**src/rtl/urv_ahb_pkg.sv**
```systemverilog
// Shared AHB-Lite encodings, common to the data and instruction-fetch masters.
package urv_ahb_pkg;

  typedef enum logic [1:0] {
    HtransIdle   = 2'b00,
    HtransNonseq = 2'b10
  } htrans_e;

  typedef enum logic [2:0] {
    HsizeByte = 3'b000,
    HsizeHalf = 3'b001,
    HsizeWord = 3'b010
  } hsize_e;

  localparam logic [2:0] HburstSingle = 3'b000;

endpackage

```
**src/rtl/urv_dm_lane_decode.sv**
```systemverilog
// Byte-lane enables to AHB transfer size and address offset; flags patterns that
// cannot be expressed as a single naturally aligned transfer.
module urv_dm_lane_decode
  import urv_ahb_pkg::*;
(
  input  logic [3:0] lanes,
  output hsize_e     size,
  output logic [1:0] offset,
  output logic       legal
);

  always_comb begin
    size   = HsizeByte;
    offset = 2'b00;
    legal  = 1'b1;
    case (lanes)
      4'b1111: size = HsizeWord;
      4'b0011: size = HsizeHalf;
      4'b1100: begin
        size   = HsizeHalf;
        offset = 2'b10;
      end
      4'b0001: offset = 2'b00;
      4'b0010: offset = 2'b01;
      4'b0100: offset = 2'b10;
      4'b1000: offset = 2'b11;
      default: legal = 1'b0;
    endcase
  end

endmodule

```
**src/rtl/urv_dm_ahb_bridge.sv**
```systemverilog
// Single-outstanding bridge from the CPU data port to an AHB-Lite master.
// Illegal lane patterns complete locally with an error and never reach the bus.
module urv_dm_ahb_bridge
  import urv_ahb_pkg::*;
#(
  parameter logic [3:0] HPROT_VAL = 4'b0001
) (
  input  logic        clk_i,
  input  logic        rst_i,
  input  logic [31:0] dm_addr_i,
  input  logic [31:0] dm_data_s_i,
  input  logic [3:0]  dm_data_select_i,
  input  logic        dm_store_i,
  input  logic        dm_load_i,
  output logic [31:0] dm_data_l_o,
  output logic        dm_load_done_o,
  output logic        dm_store_done_o,
  output logic        dm_ready_o,
  output logic        bus_err_o,
  output logic [31:0] HADDR_O,
  output logic [1:0]  HTRANS_O,
  output logic [2:0]  HSIZE_O,
  output logic [2:0]  HBURST_O,
  output logic [3:0]  HPROT_O,
  output logic        HMASTLOCK_O,
  output logic        HWRITE_O,
  output logic [31:0] HWDATA_O,
  input  logic [31:0] HRDATA_I,
  input  logic        HREADY_I,
  input  logic        HRESP_I
);

  typedef enum logic [1:0] {StIdle, StAddr, StData} state_e;

  state_e      state_q, state_d;
  logic [31:0] addr_q, wdata_q, rdata_q;
  hsize_e      size_q;
  logic        write_q, legal_q;
  logic        load_done_q, store_done_q, err_q;

  hsize_e      dec_size;
  logic [1:0]  dec_offset;
  logic        dec_legal;
  logic        accept, finish, bus_ok;

  urv_dm_lane_decode u_lane_decode (
    .lanes  (dm_data_select_i),
    .size   (dec_size),
    .offset (dec_offset),
    .legal  (dec_legal)
  );

  assign accept = (state_q == StIdle) && (dm_load_i || dm_store_i);
  // An illegal request spends its single ADDR cycle idle on the bus, then completes.
  assign finish = ((state_q == StAddr) && !legal_q) || ((state_q == StData) && HREADY_I);
  assign bus_ok = (state_q == StData) && HREADY_I && !HRESP_I;

  always_ff @(posedge clk_i or posedge rst_i) begin
    if (rst_i) begin
      state_q <= StIdle;
    end else begin
      state_q <= state_d;
    end
  end

  always_comb begin
    state_d = state_q;
    case (state_q)
      StIdle: if (dm_load_i || dm_store_i) state_d = StAddr;
      StAddr: begin
        if (!legal_q) begin
          state_d = StIdle;
        end else if (HREADY_I) begin
          state_d = StData;
        end
      end
      StData: if (HREADY_I) state_d = StIdle;
      default: state_d = StIdle;
    endcase
  end

  always_comb begin
    dm_ready_o = (state_q == StIdle);
    HTRANS_O   = HtransIdle;
    if ((state_q == StAddr) && legal_q) begin
      HTRANS_O = HtransNonseq;
    end
  end

  always_ff @(posedge clk_i or posedge rst_i) begin
    if (rst_i) begin
      addr_q       <= 32'h0;
      wdata_q      <= 32'h0;
      rdata_q      <= 32'h0;
      size_q       <= HsizeByte;
      write_q      <= 1'b0;
      legal_q      <= 1'b0;
      load_done_q  <= 1'b0;
      store_done_q <= 1'b0;
      err_q        <= 1'b0;
    end else begin
      if (accept) begin
        addr_q  <= (dm_addr_i & ~32'h3) | {30'b0, dec_offset};
        wdata_q <= dm_data_s_i;
        size_q  <= dec_size;
        write_q <= dm_store_i;
        legal_q <= dec_legal;
      end
      if (bus_ok && !write_q) begin
        rdata_q <= HRDATA_I;
      end
      load_done_q  <= finish && !write_q;
      store_done_q <= finish && write_q;
      err_q        <= finish && !bus_ok;
    end
  end

  assign dm_data_l_o     = rdata_q;
  assign dm_load_done_o  = load_done_q;
  assign dm_store_done_o = store_done_q;
  assign bus_err_o       = err_q;

  assign HADDR_O     = addr_q;
  assign HSIZE_O     = size_q;
  assign HWRITE_O    = write_q;
  assign HWDATA_O    = wdata_q;
  assign HBURST_O    = HburstSingle;
  assign HPROT_O     = HPROT_VAL;
  assign HMASTLOCK_O = 1'b0;

endmodule

```
**config.mk**
```make
export PLATFORM = sky130hd
export DESIGN_NAME = urv_dm_ahb_bridge
export DESIGN_NICKNAME = d
export VERILOG_FILES = /design/src/rtl/urv_ahb_pkg.sv /design/src/rtl/urv_dm_lane_decode.sv /design/src/rtl/urv_dm_ahb_bridge.sv
export SDC_FILE = /design/constraint.sdc
export NUM_CORES = 1
export LEC_CHECK = 0
export BUFFER_PORTS_ARGS = -buffer_cell sky130_fd_sc_hd__buf_2
export CORE_MARGIN = 5
export CORE_UTILIZATION = 45
export DETAILED_ROUTE_END_ITERATION = 7
export PLACE_DENSITY_LB_ADDON = 0.25
export SLEW_MARGIN = 0
export SYNTH_ARGS = -nofsm -noshare
export SYNTH_HDL_FRONTEND = slang
export SYNTH_SLANG_ARGS = --single-unit
```
**constraint.sdc**
```tcl
create_clock -name clk_i -period 4.2 [get_ports clk_i]
set_clock_uncertainty 0.15 [all_clocks]
set_input_delay 0.21 -clock clk_i [delete_from_list [all_inputs] [get_ports clk_i]]
set_output_delay 0.21 -clock clk_i [all_outputs]
set_load 0.02 [all_outputs]
```
### Word-level counts from Yosys, hierarchy flattened

Cells that the tools add are included.

* eq/ne operators: 12
* mux-type cells: 9
* bitwise operators: 1
* reduce and logical (&&, ||, !) cells: 20

Operators by type and width (number)
* OR 32 x 2 -> 32 bit: 1
* == test 4 bit (second input constant): 3
* case mux 2 bit (3 select lines): 2
* 2-to-1 mux 2 bit: 5
* logical AND 1 bit: 9
* == test 4 x 2 -> 1 bit (second input constant): 2
* OR reduction 7 bit: 1
* == test 4 x 1 -> 1 bit (second input constant): 1
* == test 4 x 3 -> 1 bit (second input constant): 1
* logical NOT 1 bit: 4
* case mux 2 bit (2 select lines): 1
* OR reduction 2 bit: 2
* inequality test 3 bit (second input constant): 1
* AND reduction 3 bit: 1
* == test 2 x 1 -> 1 bit (second input constant): 1
* == test 2 bit (second input constant): 1
* logical NOT 2 bit: 1
* logical OR 1 bit: 2
* inequality test 2 x 1 -> 1 bit (second input constant): 1
* inequality test 2 bit (second input constant): 1
* 2-to-1 mux 1 bit: 1

* flip-flop bits (word level): 106
* output and inout bits: 114

### Longest topological paths before layout

* depth in word-level cells: 5
* depth in mapped cells: 6
* mapped depth without buffers: 3

### Hierarchy

Synthesis repeated with hierarchy kept, for this count alone.

* cell total of the unflattened synthesis: 259
* area total of the unflattened synthesis: 4177.8 um2

Modules (own cells, without submodules)
* urv_dm_ahb_bridge: instances 1, cells an instance 246, area an instance 4102.7 um2, seq. area each 2652.5 um2
* urv_dm_lane_decode: instances 1, cells an instance 13, area an instance 75.1 um2, seq. area each 0.0 um2

### Least setup slack after synthesis

OpenSTA, ideal clock, no wires.

* path type: register -> register
* start: reg state_q[0]
* end: reg wdata_q[10], in the netlist HWDATA_O[10]
* data arrival time: 1585 ps
* data required time: 3925 ps
* slack: 2340 ps
* stages on the path, launching flop included: 7
* buffers on the path: 3
* clock period less this slack: 1860 ps
* cells stage by stage: dfrtp_1 nor2_2 and2_4 buf_6 buf_6 buf_6 mux2_4

* word-level cells in the longest chain between the ends: 2

RTL lines
* start: declaration: line urv_dm_ahb_bridge.sv:35 `state_e state_q, state_d;`
* start signal: assignment: line urv_dm_ahb_bridge.sv:60 `state_q <= StIdle;`
* start signal: assignment: line urv_dm_ahb_bridge.sv:62 `state_q <= state_d;`
* logical NOT 2 bit
* net dm_ready_o: line urv_dm_ahb_bridge.sv:18 `output logic dm_ready_o,`
* logical AND 1 bit: line urv_dm_ahb_bridge.sv:53 `assign accept = (state_q == StIdle) && (dm_load_i || dm_store_i);`
* end signal: assignment: line urv_dm_ahb_bridge.sv:104 `wdata_q <= dm_data_s_i;`
* end: declaration: line urv_dm_ahb_bridge.sv:36 `logic [31:0] addr_q, wdata_q, rdata_q;`

The timed path passes the listed nets, and every way through them passes these cells.
A chain may end at the register's enable or synchronous reset.

### Final worst setup path

* start: reg state_q[0]
* end: reg wdata_q[1], in the netlist HWDATA_O[1]

* word-level cells in the longest chain between the ends: 2

RTL lines (line)
* logical NOT 2 bit: urv_dm_ahb_bridge.sv:53
* logical AND 1 bit: urv_dm_ahb_bridge.sv:53

No other way between the ends.

==> insert_results.sql <==
INSERT INTO impl_metrics (metric_group, metric, value, unit) VALUES
('outcome', 'outcome', 'finished, final reports clean', ''),
('timing', 'grt_setup_unrepaired', 'no', ''),
('worst_setup_path', 'data_arrival_critical_path', '2.30', 'ns'),
('floorplan', 'die_area', '0.0113', 'mm2'),
('job', 'cap_viol_max_count', '0', ''),
('timing', 'report.final.setup_viol', '0', ''),
('route', 'detail_route.iter0.violations', '111', ''),
('power_and_ir_drop', 'leakage_component_of_the_power', '3.31', 'nW'),
('synthesis', 'synthMostInstantiatedCell', 'dfrtp_1', ''),
('clocking', 'cts-buffers-inserted', '9', ''),
('worst_setup_path', 'ff2ff_setup_slack', '1.99', 'ns'),
('global_routing', 'grt_first_pass_wirelength', '17.3', 'mm'),
('timing', 'finalSetupTns', '0', 'ns'),
('timing', 'max_slew_margin', '0.330', ''),
('synthesis', 'syn_area_cell', '16.1', 'um2'),
('clocking', 'ctsLongestPathBuffers', '2', ''),
('worst_setup_path', 'start_point_of_the_critical_path', 'state_q[0]', ''),
('cells_and_area', 'fin_util', '0.703', ''),
('worst_setup_path', 'start_kind', 'flop', ''),
('clocking', 'post_cts.repair.setup_buffers', '0', ''),
('floorplan', 'floorplan.die.height', '106', 'um'),
('synthesis', 'synth_edf_count', '0', ''),
('floorplan', 'io-pin-count', '220', ''),
('synthesis', 'yosys_warnings', '0', ''),
('synthesis', 'synth_area_leader_cell', 'dfrtp_1', ''),
('timing', 'final.period_utilization', '0.527', ''),
('synthesis', 'dominantRegCellSynth', 'dfrtp_1', ''),
('synthesis', 'synth.ff_latch_count', '105', ''),
('route', 'number_of_vias_in_the_routed_layout', '3167', ''),
('worst_setup_path', 'cp_max_fo', '68', ''),
('cells_and_area', 'post-route-cell-area', '0.00640', 'mm2'),
('cells_and_area', 'seqCellArea', '0.00263', 'mm2'),
('timing', 'final.min_clock_period', '2.21', 'ns'),
('synthesis', 'synth_largest_type_area_fraction', '0.631', ''),
('route', 'via_per_inst', '4.66', ''),
('cells_and_area', 'layout-drive-gt1-share', '0.567', ''),
('worst_setup_path', 'rr_endpoint', 'HWDATA_O[1]', ''),
('clocking', 'cts.hold.buffers_added', '99', ''),
('global_routing', 'grt_overflow_total', '0', ''),
('cells_and_area', 'insertedDiodeCount', '0', ''),
('global_routing', 'vias_in_the_first_global_route', '3519', ''),
('placed_design', 'place_area', '0.00523', 'mm2'),
('clocking', 'clk_latency', '0.34', 'ns'),
('cells_and_area', 'count_of_nets_after_finishing', '670', ''),
('worst_setup_path', 'worst-setup-path-type', 'flop to flop', ''),
('timing', 'worst_pin_slew', '1.00', 'ns'),
('floorplan', 'core-area', '0.00911', 'mm2'),
('power_and_ir_drop', 'vdd.ir_drop.worst', '418', 'uV'),
('clocking', 'cts_root_buffer', 'clkbuf_8', ''),
('synthesis', 'synth_commonest_cells', 'dfrtp_1, mux2_2, mux2_4', ''),
('clocking', 'cts.sinks', '105', ''),
('route', 'detail_route.drc_violations', '0', ''),
('clocking', 'tritoncts_clock_tree', 'built', ''),
('power_and_ir_drop', 'totalPowerFinal', '4.36', 'mW'),
('cells_and_area', 'syn_to_final_growth', '53.9', '%'),
('cells_and_area', 'final.fill_count', '674', ''),
('min_path', 'hold_path_end', 'legal_q', ''),
('route', 'postRouteAntennaNets', '0', ''),
('global_routing', 'grt_use_total', '0.194', ''),
('min_path', 'hold_depth', '3', ''),
('global_routing', 'initial_antenna_violation_count', '0', ''),
('placed_design', 'numPortBuffers', '207', ''),
('synthesis', 'synth_top_cells_by_area', 'dfrtp_1, mux2_2, mux2_4, buf_4, buf_6', ''),
('placed_design', 'hpwl', '6.72', 'mm'),
('synthesis', 'async_flop_share', '1.00', ''),
('worst_setup_path', 'timing.critical_path.required', '4.29', 'ns'),
('timing', 'peak_freq', '452', 'MHz'),
('power_and_ir_drop', 'power.density_cell_area', '681', 'mW/mm2'),
('global_routing', 'pin_count_of_the_biggest_net_entering_global_routing', '74', ''),
('worst_setup_path', 'r2r_cells', '3', ''),
('clocking', 'clk_pin_slew_worst_paths', '0.09', 'ns');
[report_power, final]
group / total, mW / switching, mW / internal (mW)
clock network: 0.599 / 0.326 / 0.273
logic: 2.09 / 1.14 / 0.953
registers: 1.68 / 0.222 / 1.45
[placed cells by master, fill, tap and decap left out, drive strengths merged, types with 2 or more instances in the layout]
cell | netlist | routed
buf | 21 | 209
dfrtp | 105 | 105
dlygate4sd3 | 0 | 99
mux2 | 96 | 96
conb | 2 | 10
clkbuf | 0 | 10
nor2 | 5 | 5
inv | 4 | 4
clkinv | 0 | 4
nand2 | 3 | 3
nor3b | 2 | 2
a21o | 2 | 2
mux2i | 2 | 2
a21oi | 2 | 2
[worst max path at each step]
stage,cells past startpoint,end,slack [ns]
6_report,3,HWDATA_O[1],1.99
5_1_grt,3,HADDR_O[28],1.91
4_1_cts,3,HADDR_O[23],2.00
3_5_place_dp,3,HADDR_O[12],2.01
3_3_place_gp,3,HADDR_O[6],2.05
2_1_floorplan,1,HADDR_O[0],1.08
[state kept, by name, indices dropped and copies added (netlist names)]
register / cells
state_q: 2
dm_store_done_o: 1
dm_load_done_o: 1
HSIZE_O: 2
legal_q: 1
dm_data_l_o: 32
HWRITE_O: 1
HADDR_O: 32
bus_err_o: 1
HWDATA_O: 32
[critical path: stages (launching register included)]
cell and delay (ns):
dfrtp_1 0.43, nor2_2 0.21, and2_4 0.82, mux2_2 0.43
[layout make-up]
class,count,share of cell area
clock buffer,10,0.0199
clock inverter,5,0.00899
inverter,4,0.00273
multi-input combinational,136,0.218
sequential,105,0.410
tap,111,0.0217
timing repair buffer,308,0.319
[routing by layer]
metal  routed length (um)  GRT usage  part of all wire  vias up
met5                    0          0                 0        -
met4                  263     0.0611             0.024        0
met3                  854     0.0692             0.079       22
met1                 4030      0.213              0.37     1529
li1                     -          -                 -     1486
met2                 5670      0.350              0.52      130
[kinds of logic after synthesis]
| logic type | after synthesis | share of synthesized area |
|---|---|---|
| AO/OA/AOI/OAI | 8 | 0.0135 |
| flip-flops | 105 | 0.631 |
| AND/OR/NAND/NOR | 19 | 0.0277 |
| XOR/XNOR | 1 | 0.00211 |
| multiplexers | 98 | 0.283 |
| buffers and inverters | 25 | 0.0409 |
| other | 2 | 0.00180 |
[through the flow]
step	instances	setup WS [ns]	hold slack, ns
after global placement	565	2.05	0.280
after detailed placement	565	2.01	0.288
after CTS	679	2.00	0.0322
after global routing	679	1.91	0.0516
final	679	1.99	0.0532
after floorplan	266	1.08	0.157
Power figures use the tool's default switching activity.
